File: src/rtl/mdu_pkg.sv
// Shared definitions for the iterative multiply/divide unit: op encodings,
// FSM states and sizing helpers.
package mdu_pkg;

    localparam int XLEN_DEFAULT = 32;

    typedef enum logic [1:0] {
        OP_MUL  = 2'b00,
        OP_DIVU = 2'b01,
        OP_REMU = 2'b10,
        OP_RSVD = 2'b11
    } op_e;

    typedef enum logic [1:0] {
        IDLE = 2'b00,
        RUN  = 2'b01,
        DONE = 2'b10
    } state_e;

    // Counter must index 0..xlen-1.
    function automatic int cnt_width(input int xlen);
        return (xlen > 1) ? $clog2(xlen) : 1;
    endfunction

    localparam int CNT_W = cnt_width(XLEN_DEFAULT);

endpackage

File: src/rtl/mdu_step.sv
// One radix-2 iteration: shift-add for MUL, restoring shift-subtract for
// DIVU/REMU, both through the same XLEN+1-bit adder.
module mdu_step #(
    parameter int XLEN = 32
) (
    input  logic            is_div,
    input  logic [XLEN-1:0] acc,     // product accumulator / partial remainder
    input  logic [XLEN-1:0] sh,      // multiplier / dividend-quotient shifter
    input  logic [XLEN-1:0] opb,     // multiplicand / divisor
    output logic [XLEN-1:0] acc_nxt,
    output logic [XLEN-1:0] sh_nxt
);

    logic [XLEN:0] x, y, sum;
    logic          ge;

    // MUL walks the multiplier MSB-first, so the low XLEN bits of the
    // left-shifting accumulator are exactly the truncated product.
    assign x   = {acc, is_div ? sh[XLEN-1] : 1'b0};
    assign y   = is_div ? ~{1'b0, opb} : {1'b0, sh[XLEN-1] ? opb : {XLEN{1'b0}}};
    assign sum = x + y + {{XLEN{1'b0}}, is_div};

    // Partial remainder is below 2*divisor, so a negative difference always
    // sets the top bit and a non-negative one never does.
    assign ge = ~sum[XLEN];

    always_comb begin
        acc_nxt = sum[XLEN-1:0];
        sh_nxt  = {sh[XLEN-2:0], 1'b0};
        if (is_div) begin
            acc_nxt = ge ? sum[XLEN-1:0] : x[XLEN-1:0];
            sh_nxt  = {sh[XLEN-2:0], ge};
        end
    end

endmodule

File: src/rtl/mul_div_unit.sv
// Iterative unsigned MUL / DIVU / REMU unit, one bit per cycle, with a
// single-cycle register-file write-back pulse.
module mul_div_unit
    import mdu_pkg::*;
#(
    parameter int XLEN   = XLEN_DEFAULT,
    parameter int REG_AW = 5
) (
    input  logic              clk,
    input  logic              reset,
    input  logic              start,
    input  logic [1:0]        op,
    input  logic [XLEN-1:0]   operand_a,
    input  logic [XLEN-1:0]   operand_b,
    input  logic [REG_AW-1:0] dest_reg,
    output logic              busy,
    output logic              done,
    output logic [XLEN-1:0]   result,
    output logic [REG_AW-1:0] result_reg,
    output logic              write_register_d
);

    localparam int CW = cnt_width(XLEN);

    state_e            state_q, state_d;
    op_e               op_q, op_in;
    logic [XLEN-1:0]   acc_q, sh_q, opb_q;
    logic [XLEN-1:0]   acc_nxt, sh_nxt;
    logic [CW-1:0]     cnt_q;
    logic [REG_AW-1:0] dest_q;
    logic [XLEN-1:0]   result_q, fin_res;
    logic [REG_AW-1:0] result_reg_q;
    logic              in_div, in_div0, last;

    assign op_in   = op_e'(op);
    assign in_div  = (op_in == OP_DIVU) || (op_in == OP_REMU);
    assign in_div0 = in_div && (operand_b == '0);
    assign last    = (cnt_q == CW'(XLEN - 1));

    mdu_step #(.XLEN(XLEN)) u_step (
        .is_div  ((op_q == OP_DIVU) || (op_q == OP_REMU)),
        .acc     (acc_q),
        .sh      (sh_q),
        .opb     (opb_q),
        .acc_nxt (acc_nxt),
        .sh_nxt  (sh_nxt)
    );

    always_comb begin
        fin_res = '0;
        case (op_q)
            OP_MUL:  fin_res = acc_nxt;
            OP_DIVU: fin_res = sh_nxt;
            OP_REMU: fin_res = acc_nxt;
            default: fin_res = '0;
        endcase
    end

    always_ff @(posedge clk or posedge reset) begin
        if (reset) state_q <= IDLE;
        else       state_q <= state_d;
    end

    always_comb begin
        state_d = state_q;
        case (state_q)
            IDLE:    if (start) state_d = in_div0 ? DONE : RUN;
            RUN:     if (last)  state_d = DONE;
            DONE:    state_d = IDLE;
            default: state_d = IDLE;
        endcase
    end

    always_ff @(posedge clk or posedge reset) begin
        if (reset) begin
            op_q         <= OP_MUL;
            acc_q        <= '0;
            sh_q         <= '0;
            opb_q        <= '0;
            cnt_q        <= '0;
            dest_q       <= '0;
            result_q     <= '0;
            result_reg_q <= '0;
        end else begin
            case (state_q)
                IDLE: if (start) begin
                    op_q   <= op_in;
                    acc_q  <= '0;
                    // Divide shifts the dividend out of sh; multiply shifts the multiplier.
                    sh_q   <= in_div ? operand_a : operand_b;
                    opb_q  <= in_div ? operand_b : operand_a;
                    cnt_q  <= '0;
                    dest_q <= dest_reg;
                    if (in_div0) begin
                        result_q     <= (op_in == OP_DIVU) ? {XLEN{1'b1}} : operand_a;
                        result_reg_q <= dest_reg;
                    end
                end
                RUN: begin
                    acc_q <= acc_nxt;
                    sh_q  <= sh_nxt;
                    cnt_q <= cnt_q + 1'b1;
                    if (last) begin
                        result_q     <= fin_res;
                        result_reg_q <= dest_q;
                    end
                end
                default: ;
            endcase
        end
    end

    assign busy             = (state_q != IDLE);
    assign done             = (state_q == DONE);
    assign write_register_d = done;
    assign result           = result_q;
    assign result_reg       = result_reg_q;

endmodule

File: config.mk
export PLATFORM = sky130hd
export DESIGN_NAME = mul_div_unit
export DESIGN_NICKNAME = d
export VERILOG_FILES = /design/src/rtl/mdu_pkg.sv /design/src/rtl/mdu_step.sv /design/src/rtl/mul_div_unit.sv
export SDC_FILE = /design/constraint.sdc
export NUM_CORES = 1
export LEC_CHECK = 0
export ABC_AREA = 1
export CAP_MARGIN = 20
export CORE_AREA = 2 2 151 168
export CTS_CLUSTER_DIAMETER = 60
export CTS_CLUSTER_SIZE = 24
export DETAILED_ROUTE_END_ITERATION = 16
export DIE_AREA = 0 0 153 170
export MAX_ROUTING_LAYER = met4
export PLACE_DENSITY = 0.66
export SLEW_MARGIN = 5
export SYNTH_ARGS = -nofsm -noshare
export SYNTH_HDL_FRONTEND = slang
export SYNTH_SLANG_ARGS = --single-unit
File: constraint.sdc
create_clock -name clk -period 5.5 [get_ports clk]
set_input_delay 0.55 -clock clk [delete_from_list [all_inputs] [get_ports clk]]
set_output_delay 0.55 -clock clk [all_outputs]
set_load 0.02 [all_outputs]
==> summary.md <==
| Metric | Value |
|---|---|
| HPWL after detailed placement | 26900 um |
| Root Driver | clkbuf_16 |
| Post CTS Setup Buffer Count | 0 |
| Asr flop ratio synth | 100% |
| Setup crit end kind | register |
| Synth-to-layout area growth | 15.7% |
| Final core occ | 52.6% |
| First DRT Iteration DRCs | 1162 |
| Antenna violations before repair | 0 |
| Drt pass-1 iters | 5 |
| Diode count | 0 |
| Setup_tns | 0 ns |
| Worst Path Arrival | 4.74 ns |
| Max_slew headroom | 26.1% |
| Area of the core | 0.0242 mm^2 |
| Max-Cap Viols | 0 |
| R2R Setup Slk | 1.11 ns |
| Cells on Worst Hold Path | 2 |
| H-tree levels | 4 |
| CTS tree | built |
| Yosys reg bits | 147 |
| Die width | 153 um |
| Later-pin clock latency in the skew report | 0.44 ns |
| I/O Pins | 114 |
| FP Rows | 60 |
| Top FF cell, synth | dfrtp_1 |
| Global-route wire length before repair | 57800 um |
| Hold Crit Class | register to register |
| Via count | 11.2k |
| Most common cell in the netlist | nand2_1 |
| Routed WL per cell | 18.4 um |
| Cells after DPL | 1993 |
| WL final | 37300 um |
| R2R Path End | result[21] |
| GP Congestion | 0.994 |
| Via density per instance | 5.55 |
| Crit-path most repeated cell | nand2_1 |
| Hold_sp | dest_q[0] |
| Library cells used by synthesis | 47 |
| Finished Cell Area | 0.0128 mm^2 |
| Startpoint types | register |
| Post-synthesis cell count | 1646 |
| Seq/Total Area, Yosys | 33.4% |
| R2R Path Start | op_q[1] |
| Total Die Area | 0.0260 mm^2 |
| Crit path max-delay cell type | buf_4 |
| Grt ovf | 0 |
| Number of flip-flops in the largest register | 37 |
| Syn Nets | 1761 |
| Mean post-synth cell area | 6.70 um^2 |
| Num CTS Buffers | 17 |
| Clock sinks | 147 |
| Synth top area share | 33.4% |
| Clock Path Buffers | 2 |
| Number of DRC violations after detailed routing | 0 |
| Cell taking the most area after synthesis | dfrtp_1 |
| Synth top area cells | dfrtp_1, nand2_1, nor2_1, nand3_1, a21oi_1 |
| GRT Util Overall | 29.2% |
| Fin crit share | 79.8% |
| Synthesized cell area | 0.0110 mm^2 |
| Final Non-Filler Cells | 2025 |
| Hold path endpoint | dest_q[0] |
| Min Tclk post-route | 4.39 ns |
| Clock skew | 0.0119 ns |
| # resized after CTS | 0 |
| Fin nets | 1817 |
| Vias in the first global route | 10.2k |
| Starting Density | 45.5% |
| Crit path required time | 5.86 ns |
| Outcome | finished clean |
| Max Fclk | 0.228 GHz |
| Input/output buffers | 113 |
| Antenna Nets Post-Route | 0 |
| Clk pin slew, worst setup/hold paths | 0.07 ns |
| Crit-path max cell delay | 0.47 ns |
| # hold bufs at CTS | 0 |
| Die H | 170 um |
| Crit Path Class | register to register |
| Ys Warns | 0 |
| Slew at the pin with the worst max-slew slack | 1.11 ns |
| Critical path peak fanout | 42 |
| Final setup violation count | 0 |
| RSZ-0062 raised after global routing | no |
| Post-synth EDFFs | 0 |
| Fin. max-slew vios | 0 |
| Placement Cell Area | 0.0121 mm^2 |
| Largest net degree at the start of global routing | 91 |
| Post-synth top cells | nand2_1, nor2_1, dfrtp_1 |
| Final hold vios | 0 |
| Reg2reg path depth | 20 |
| CP Cell Sequence | inv_1, ha_1, inv_1, buf_4, nand3_1, o21ai_0, ha_1, a21oi_1, nand2_1, nand2_1, nand2_1, a21oi_4, nand2_4, nand2_2, nand3_4, nand2_1, nand3_1, nand2_1, nand2_1, a21oi_1 |
| Layout cells sized above 1 | 8.34% |
final cells by class:
| class | count | area, um^2 |
|---|---|---|
| Inverter | 126 | 478 |
| Timing Repair Buffer | 125 | 1220 |
| Clock inverter | 15 | 189 |
| Clock buffer | 17 | 425 |
| Fill cell | 2461 | 11500 |
| Tap cell | 310 | 388 |
| Multi-Input combinational cell | 1285 | 6380 |
| Sequential cell | 147 | 3680 |
worst max-delay path by stage:
stage          slack [ns]  cells past startpoint  startpoint    endpoint
6_report             1.11                     20     op_q[1]  result[21]
5_1_grt              0.67                     20     op_q[0]  result[29]
4_1_cts              1.15                     20     op_q[0]  result[27]
3_5_place_dp         1.16                     19     op_q[0]  result[27]
3_3_place_gp         1.23                     19     op_q[0]  result[27]
2_1_floorplan         1.0                      1       reset    acc_q[0]
cell usage in the layout (no fill, tap or decap), types with 3 or more instances in the layout:
master | Yosys | routed
a21oi_1 | 98 | 98
a21oi_2 | 23 | 23
a22o_1 | 10 | 10
a22o_2 | 9 | 9
a31oi_1 | 35 | 35
buf_4 | 4 | 12
clkbuf_16 | 0 | 17
clkdlybuf4s50_1 | 0 | 113
clkinv_4 | 0 | 3
dfrtp_1 | 147 | 147
ha_1 | 39 | 38
inv_1 | 118 | 117
inv_2 | 7 | 7
inv_6 | 0 | 7
inv_8 | 0 | 3
nand2_1 | 534 | 534
nand2_2 | 27 | 27
nand2_4 | 7 | 7
nand3_1 | 102 | 102
nand3_2 | 11 | 11
nand3b_1 | 8 | 8
nand4_1 | 11 | 11
nor2_1 | 220 | 219
nor2_2 | 5 | 3
nor2_4 | 1 | 4
nor3_1 | 10 | 10
nor4_1 | 6 | 6
o21ai_0 | 90 | 90
o21bai_1 | 5 | 5
xnor2_1 | 14 | 14
routing by layer:
metal / share of wire, % / vias up / global-route usage [%]
met5: 0 / - / -
met4: 1.4 / 0 / 6.44
met3: 7.3 / 35 / 3.69
met2: 43 / 431 / 41.9
met1: 48 / 5344 / 44.0
li1: - / 5424 / -
kinds of logic (layout without fill, tap and decap cells):
group / after synthesis / count (layout) / synth area share, %
adders and majority gates: 41 / 41 / 4.79
AOI/OAI and AO/OA: 279 / 279 / 15.0
DFF: 147 / 147 / 33.4
xor gates and xnor gates: 16 / 16 / 1.27
and+or+nand+nor: 949 / 949 / 36.6
buffers and inverters: 214 / 283 / 8.98
stage by stage:
stage	setup WS, ns	hold WS (ns)
after floorplan	0.999	0.449
after global placement	1.23	0.461
after detailed placement	1.16	0.465
after CTS	1.15	0.485
after global routing	0.667	0.506
final	1.11	0.485
critical path, delay by kind of cell (launching register included):
kind                       cells  cell delay [ns]
DFF                            1             0.41
adders and majority gates      2             0.70
and+or+nand+nor               11             1.39
buffers and inverters          3             1.00
AOI/OAI and AO/OA              4             0.80
Power is not shown: default switching activity piles up to over one toggle a cycle in this logic, so the estimate is an artifact.
==> patch 1, RTL diff (same settings) <==
Re-encode `state_e` (3 states) as one-hot, 3 bits wide.
--- a/src/rtl/mdu_pkg.sv
+++ b/src/rtl/mdu_pkg.sv
@@ -12,8 +12,8 @@
     } op_e;
 
-    typedef enum logic [1:0] {
-        IDLE = 2'b00,
-        RUN  = 2'b01,
-        DONE = 2'b10
+    typedef enum logic [2:0] {
+        IDLE = 3'b001,
+        RUN  = 3'b010,
+        DONE = 3'b100
     } state_e;
 
Function: no difference found for any inputs over 4 cycles, from zero or initial values and one cycle with reset high; so few cycles prove little.
==> patch 1 against the original RTL <==
- sequential cell count grew 1
- largest cell class unchanged
- area after synthesis down 0.56%
- cell area increased by 0.94%
- routed wire length up 0.37%
- setup slack worse by 0.12 ns
==> patch 1: results (changes against the original RTL) <==
RUN STATUS
------------------------------------------------------------------------------------
Status ................................................................    completed   unchanged

ROUTE
------------------------------------------------------------------------------------
Drt via density .......................................................         5.52   was 5.55
Routed wire per std cell ..............................................      18.3 µm   was 18.4 µm
First-iteration detailed-routing DRC count ............................         1079   was 1162
Aggregate routed wire length ..........................................     37400 µm   was 37300 µm

LOGIC SYNTHESIS
------------------------------------------------------------------------------------
Sequential area share after synthesis .................................        33.8%   was 33.4%
Cell types occupying the most area after synthesis .................... sky130_fd_sc_hd__dfrtp_1 34%, sky130_fd_sc_hd__nand2_1 18%, sky130_fd_sc_hd__inv_1 6.8%   was sky130_fd_sc_hd__dfrtp_1 33%, sky130_fd_sc_hd__nand2_1 18%, sky130_fd_sc_hd__nor2_1 7.5%
List of most frequent post-synthesis cells ............................ 531 x sky130_fd_sc_hd__nand2_1, 200 x sky130_fd_sc_hd__inv_1, 156 x sky130_fd_sc_hd__nor2_1   was 534 x sky130_fd_sc_hd__nand2_1, 220 x sky130_fd_sc_hd__nor2_1, 147 x sky130_fd_sc_hd__dfrtp_1
Distinct cell type count of the synthesized netlist ...................           44   was 47

PLACE
------------------------------------------------------------------------------------
HPWL after DPL ........................................................     27100 µm   was 26900 µm
Standard cell area after detailed placement ...........................    12200 µm²   was 12100 µm²
Weighted congestion at the end of routability-driven global placement .        0.918   was 0.994
Placed insts ..........................................................         2006   was 1993
DP Worst Slack ........................................................     0.998 ns   was 1.16 ns

CRITICAL PATH
------------------------------------------------------------------------------------
Register-to-register path setup slack .................................      0.99 ns   was 1.11 ns
Reg2reg start ......................................................... op_q[0]$_DFFE_PP0P_   was op_q[1]$_DFFE_PP0P_
Cell at the slowest stage of the critical path ........................ sky130_fd_sc_hd__fa_1   was sky130_fd_sc_hd__buf_4
Cell depth of the worst flop-to-flop path .............................           23   was 20
WP data arrival .......................................................      4.82 ns   was 4.74 ns
Delay of the slowest cell on the worst path ...........................      0.51 ns   was 0.47 ns

TIMING
------------------------------------------------------------------------------------
Fmax ..................................................................    0.222 GHz   was 0.228 GHz

MIN PATH
------------------------------------------------------------------------------------
Endpoint of the worst hold-timing path ................................ cnt_q[3]$_DFFE_PP0P_   was dest_q[0]$_DFFE_PP0P_
Instance count along the most critical hold path ......................            1   was 2
Worst Hold Launch ..................................................... cnt_q[3]$_DFFE_PP0P_   was dest_q[0]$_DFFE_PP0P_

FINAL LAYOUT
------------------------------------------------------------------------------------
Layout cells sized above 1 ............................................        7.29%   was 8.34%

GRT
------------------------------------------------------------------------------------
Combined global-route utilization of all metal layers .................        29.8%   was 29.2%
Via count of the first global-routing pass ............................        10600   was 10200
Pin count of the biggest net entering global routing ..................           97   was 91

## patch 1: changes by cell type after synthesis, sizes merged, moves of 3 or more
cell    unedited run  this run
o21ai             90       108
buf               23        31
a31oi             35        31
a21oi            122        90
inv              125       205
nor2             227       159
nand2            568       545
clkbuf            65        55
o22ai              1        32
o211ai             0         5
nor4               6         3
## patch 1: logic make-up after synthesis
| kind of cell | synth area share, % |
|---|---|
| AOI/OAI and AO/OA | 15.9 |
| xor gates and xnor gates | 1.28 |
| adders and majority gates | 4.82 |
| buffers and inverters | 10.7 |
| DFF | 33.8 |
| muxes | 0.0913 |
| and+or+nand+nor | 33.4 |
## patch 1: metal layers
metal	part of all wire (%)	GRT usage (%)
met1	48	43.9
met2	43	43.8
met3	7.5	4.25
met4	1.3	6.00
met5	0	-
## patch 1: area by class of cell
type	instances	area [µm²]
sequential	148	3700
clock inverter	13	195
tap	310	388
inverter	207	782
fill	2453	11400
timing repair buffer	130	1260
clock buffer	19	433
multi-input combinational	1211	6120
==> patch 2, RTL diff (same flow settings) <==
Without the edit above. Set the parameter `REG_AW` to 6 (it was 5).
--- a/src/rtl/mul_div_unit.sv
+++ b/src/rtl/mul_div_unit.sv
@@ -5,5 +5,5 @@
 #(
     parameter int XLEN   = XLEN_DEFAULT,
-    parameter int REG_AW = 5
+    parameter int REG_AW = 6
 ) (
     input  logic              clk,
Interface: changed (resized dest_reg and result_reg); port bits go from 114 to 116. The function was not compared with the original's and may differ.
==> patch 2 against the original RTL <==
- clock skew grew 0.0025 ns
- routed wire length shrank 0.77%
- non-clock buffer count grew 2
- cell area shrank 1.3%
- setup slack lost 0.22 ns
- sequential cell count grew 2
- area after synthesis shrank 2.5%
- critical endpoint is now result[17]$_DFFE_PP0P_
- highest routed layer unchanged
Power is not shown: default switching activity piles up to over one toggle a cycle in this logic, so the estimate is an artifact.
==> patch 2: results (changes against the original RTL) <==
RUN STATUS
------------------------------------------------------------------------------------
Status ................................................................    completed   unchanged

CRITICAL PATH
------------------------------------------------------------------------------------
Capture point of the worst reg-to-reg path ............................ result[17]$_DFFE_PP0P_   was result[21]$_DFFE_PP0P_
Cell at the slowest stage of the critical path ........................ sky130_fd_sc_hd__nand3_2   was sky130_fd_sc_hd__buf_4
Cell depth of the worst flop-to-flop path .............................           22   was 20
Delay of the slowest cell on the worst path ...........................      0.66 ns   was 0.47 ns
Register-to-register path setup slack .................................      0.89 ns   was 1.11 ns
Crit path launch ...................................................... op_q[0]$_DFFE_PP0P_   was op_q[1]$_DFFE_PP0P_

GRT
------------------------------------------------------------------------------------
Fraction of met3 tracks used by global routing ........................        4.43%   was 3.69%
M1 GR Usage ...........................................................        43.0%   was 44.0%
Global-route wire length before repair ................................     59500 µm   was 57800 µm
Pin count of the biggest net entering global routing ..................          109   was 91

LOGIC SYNTHESIS
------------------------------------------------------------------------------------
Compound-Gate Fraction of Synth Area ..................................        15.1%   was 15.0%
Share of the synthesized netlist area taken by xor and xnor gates .....        1.30%   was 1.27%
Cell types occupying the most area after synthesis .................... sky130_fd_sc_hd__dfrtp_1 35%, sky130_fd_sc_hd__nand2_1 20%, sky130_fd_sc_hd__nor2_1 8.0%   was sky130_fd_sc_hd__dfrtp_1 33%, sky130_fd_sc_hd__nand2_1 18%, sky130_fd_sc_hd__nor2_1 7.5%
Sequential area share after synthesis .................................        34.7%   was 33.4%
List of most frequent post-synthesis cells ............................ 566 x sky130_fd_sc_hd__nand2_1, 228 x sky130_fd_sc_hd__nor2_1, 149 x sky130_fd_sc_hd__dfrtp_1   was 534 x sky130_fd_sc_hd__nand2_1, 220 x sky130_fd_sc_hd__nor2_1, 147 x sky130_fd_sc_hd__dfrtp_1

ROUTE
------------------------------------------------------------------------------------
DR WL met3 ............................................................      3100 µm   was 2710 µm
Met2 wirelength from detailed routing .................................     16100 µm   about the same
Routed wire per std cell ..............................................      18.2 µm   was 18.4 µm
First-iteration detailed-routing DRC count ............................         1016   was 1162
Wl on met1 ............................................................     17100 µm   was 17900 µm

PLACE
------------------------------------------------------------------------------------
Standard cell area after detailed placement ...........................    12000 µm²   was 12100 µm²
Weighted congestion at the end of routability-driven global placement .        0.971   was 0.994
HPWL after DPL ........................................................     26100 µm   was 26900 µm

FINAL LAYOUT
------------------------------------------------------------------------------------
Largest register FFs ..................................................           38   was 37
Final net count .......................................................         1829   was 1817

-- patch 2: cell types whose count changed after synthesis, sizes merged, moves of 2 or more --
cell and change:
a21oi +3, a31oi +2, clkbuf -10, nand3 +4, a211oi -2, nand2 +6
nor2 +2, dfrtp +2, inv -2, buf +11, nand4 -3
-- patch 2: critical path, delay by kind of cell, from the launching register on --
family,cells,cell delay (ns)
and+or+nand+nor,15,2.05
adders and majority gates,2,0.83
buffers and inverters,3,0.88
DFF,1,0.39
AOI/OAI and AO/OA,2,0.34
-- patch 2: metrics by stage --
step | hold WS (ns) | cells | setup slack (ns) | utilization (%)
final | 0.407 | 2036 | 0.889 | 51.9
after global routing | 0.413 | 2036 | 0.450 | 51.9
after CTS | 0.485 | 2035 | 0.980 | 51.8
after detailed placement | 0.466 | 2003 | 0.994 | 49.4
after global placement | 0.461 | 2003 | 1.09 | 49.4
after floorplan | 0.449 | 1656 | 0.942 | -
-- patch 2: kinds of logic after synthesis --
kind of cell | count (synthesis)
adders and majority gates | 41
buffers and inverters | 213
AOI/OAI and AO/OA | 281
and+or+nand+nor | 956
xor gates and xnor gates | 16
DFF | 149
-- patch 2: layout make-up --
type                    count  share of cell area (%)
inverters                 124                    3.78
multi-input cells        1294                    49.0
clock inverters            14                    1.12
well taps                 310                    3.08
repair buffers            127                    10.0
flip-flops and latches    149                    29.6
clock buffers              18                    3.41
-- patch 2: worst max-delay path by stage --
stage                             end  slack, ns
6_report       result[17]$_DFFE_PP0P_       0.89
5_1_grt        result[31]$_DFFE_PP0P_       0.45
4_1_cts        result[17]$_DFFE_PP0P_       0.98
3_5_place_dp   result[17]$_DFFE_PP0P_       0.99
3_3_place_gp   result[17]$_DFFE_PP0P_       1.09
2_1_floorplan    acc_q[0]$_DFFE_PP0P_       0.94
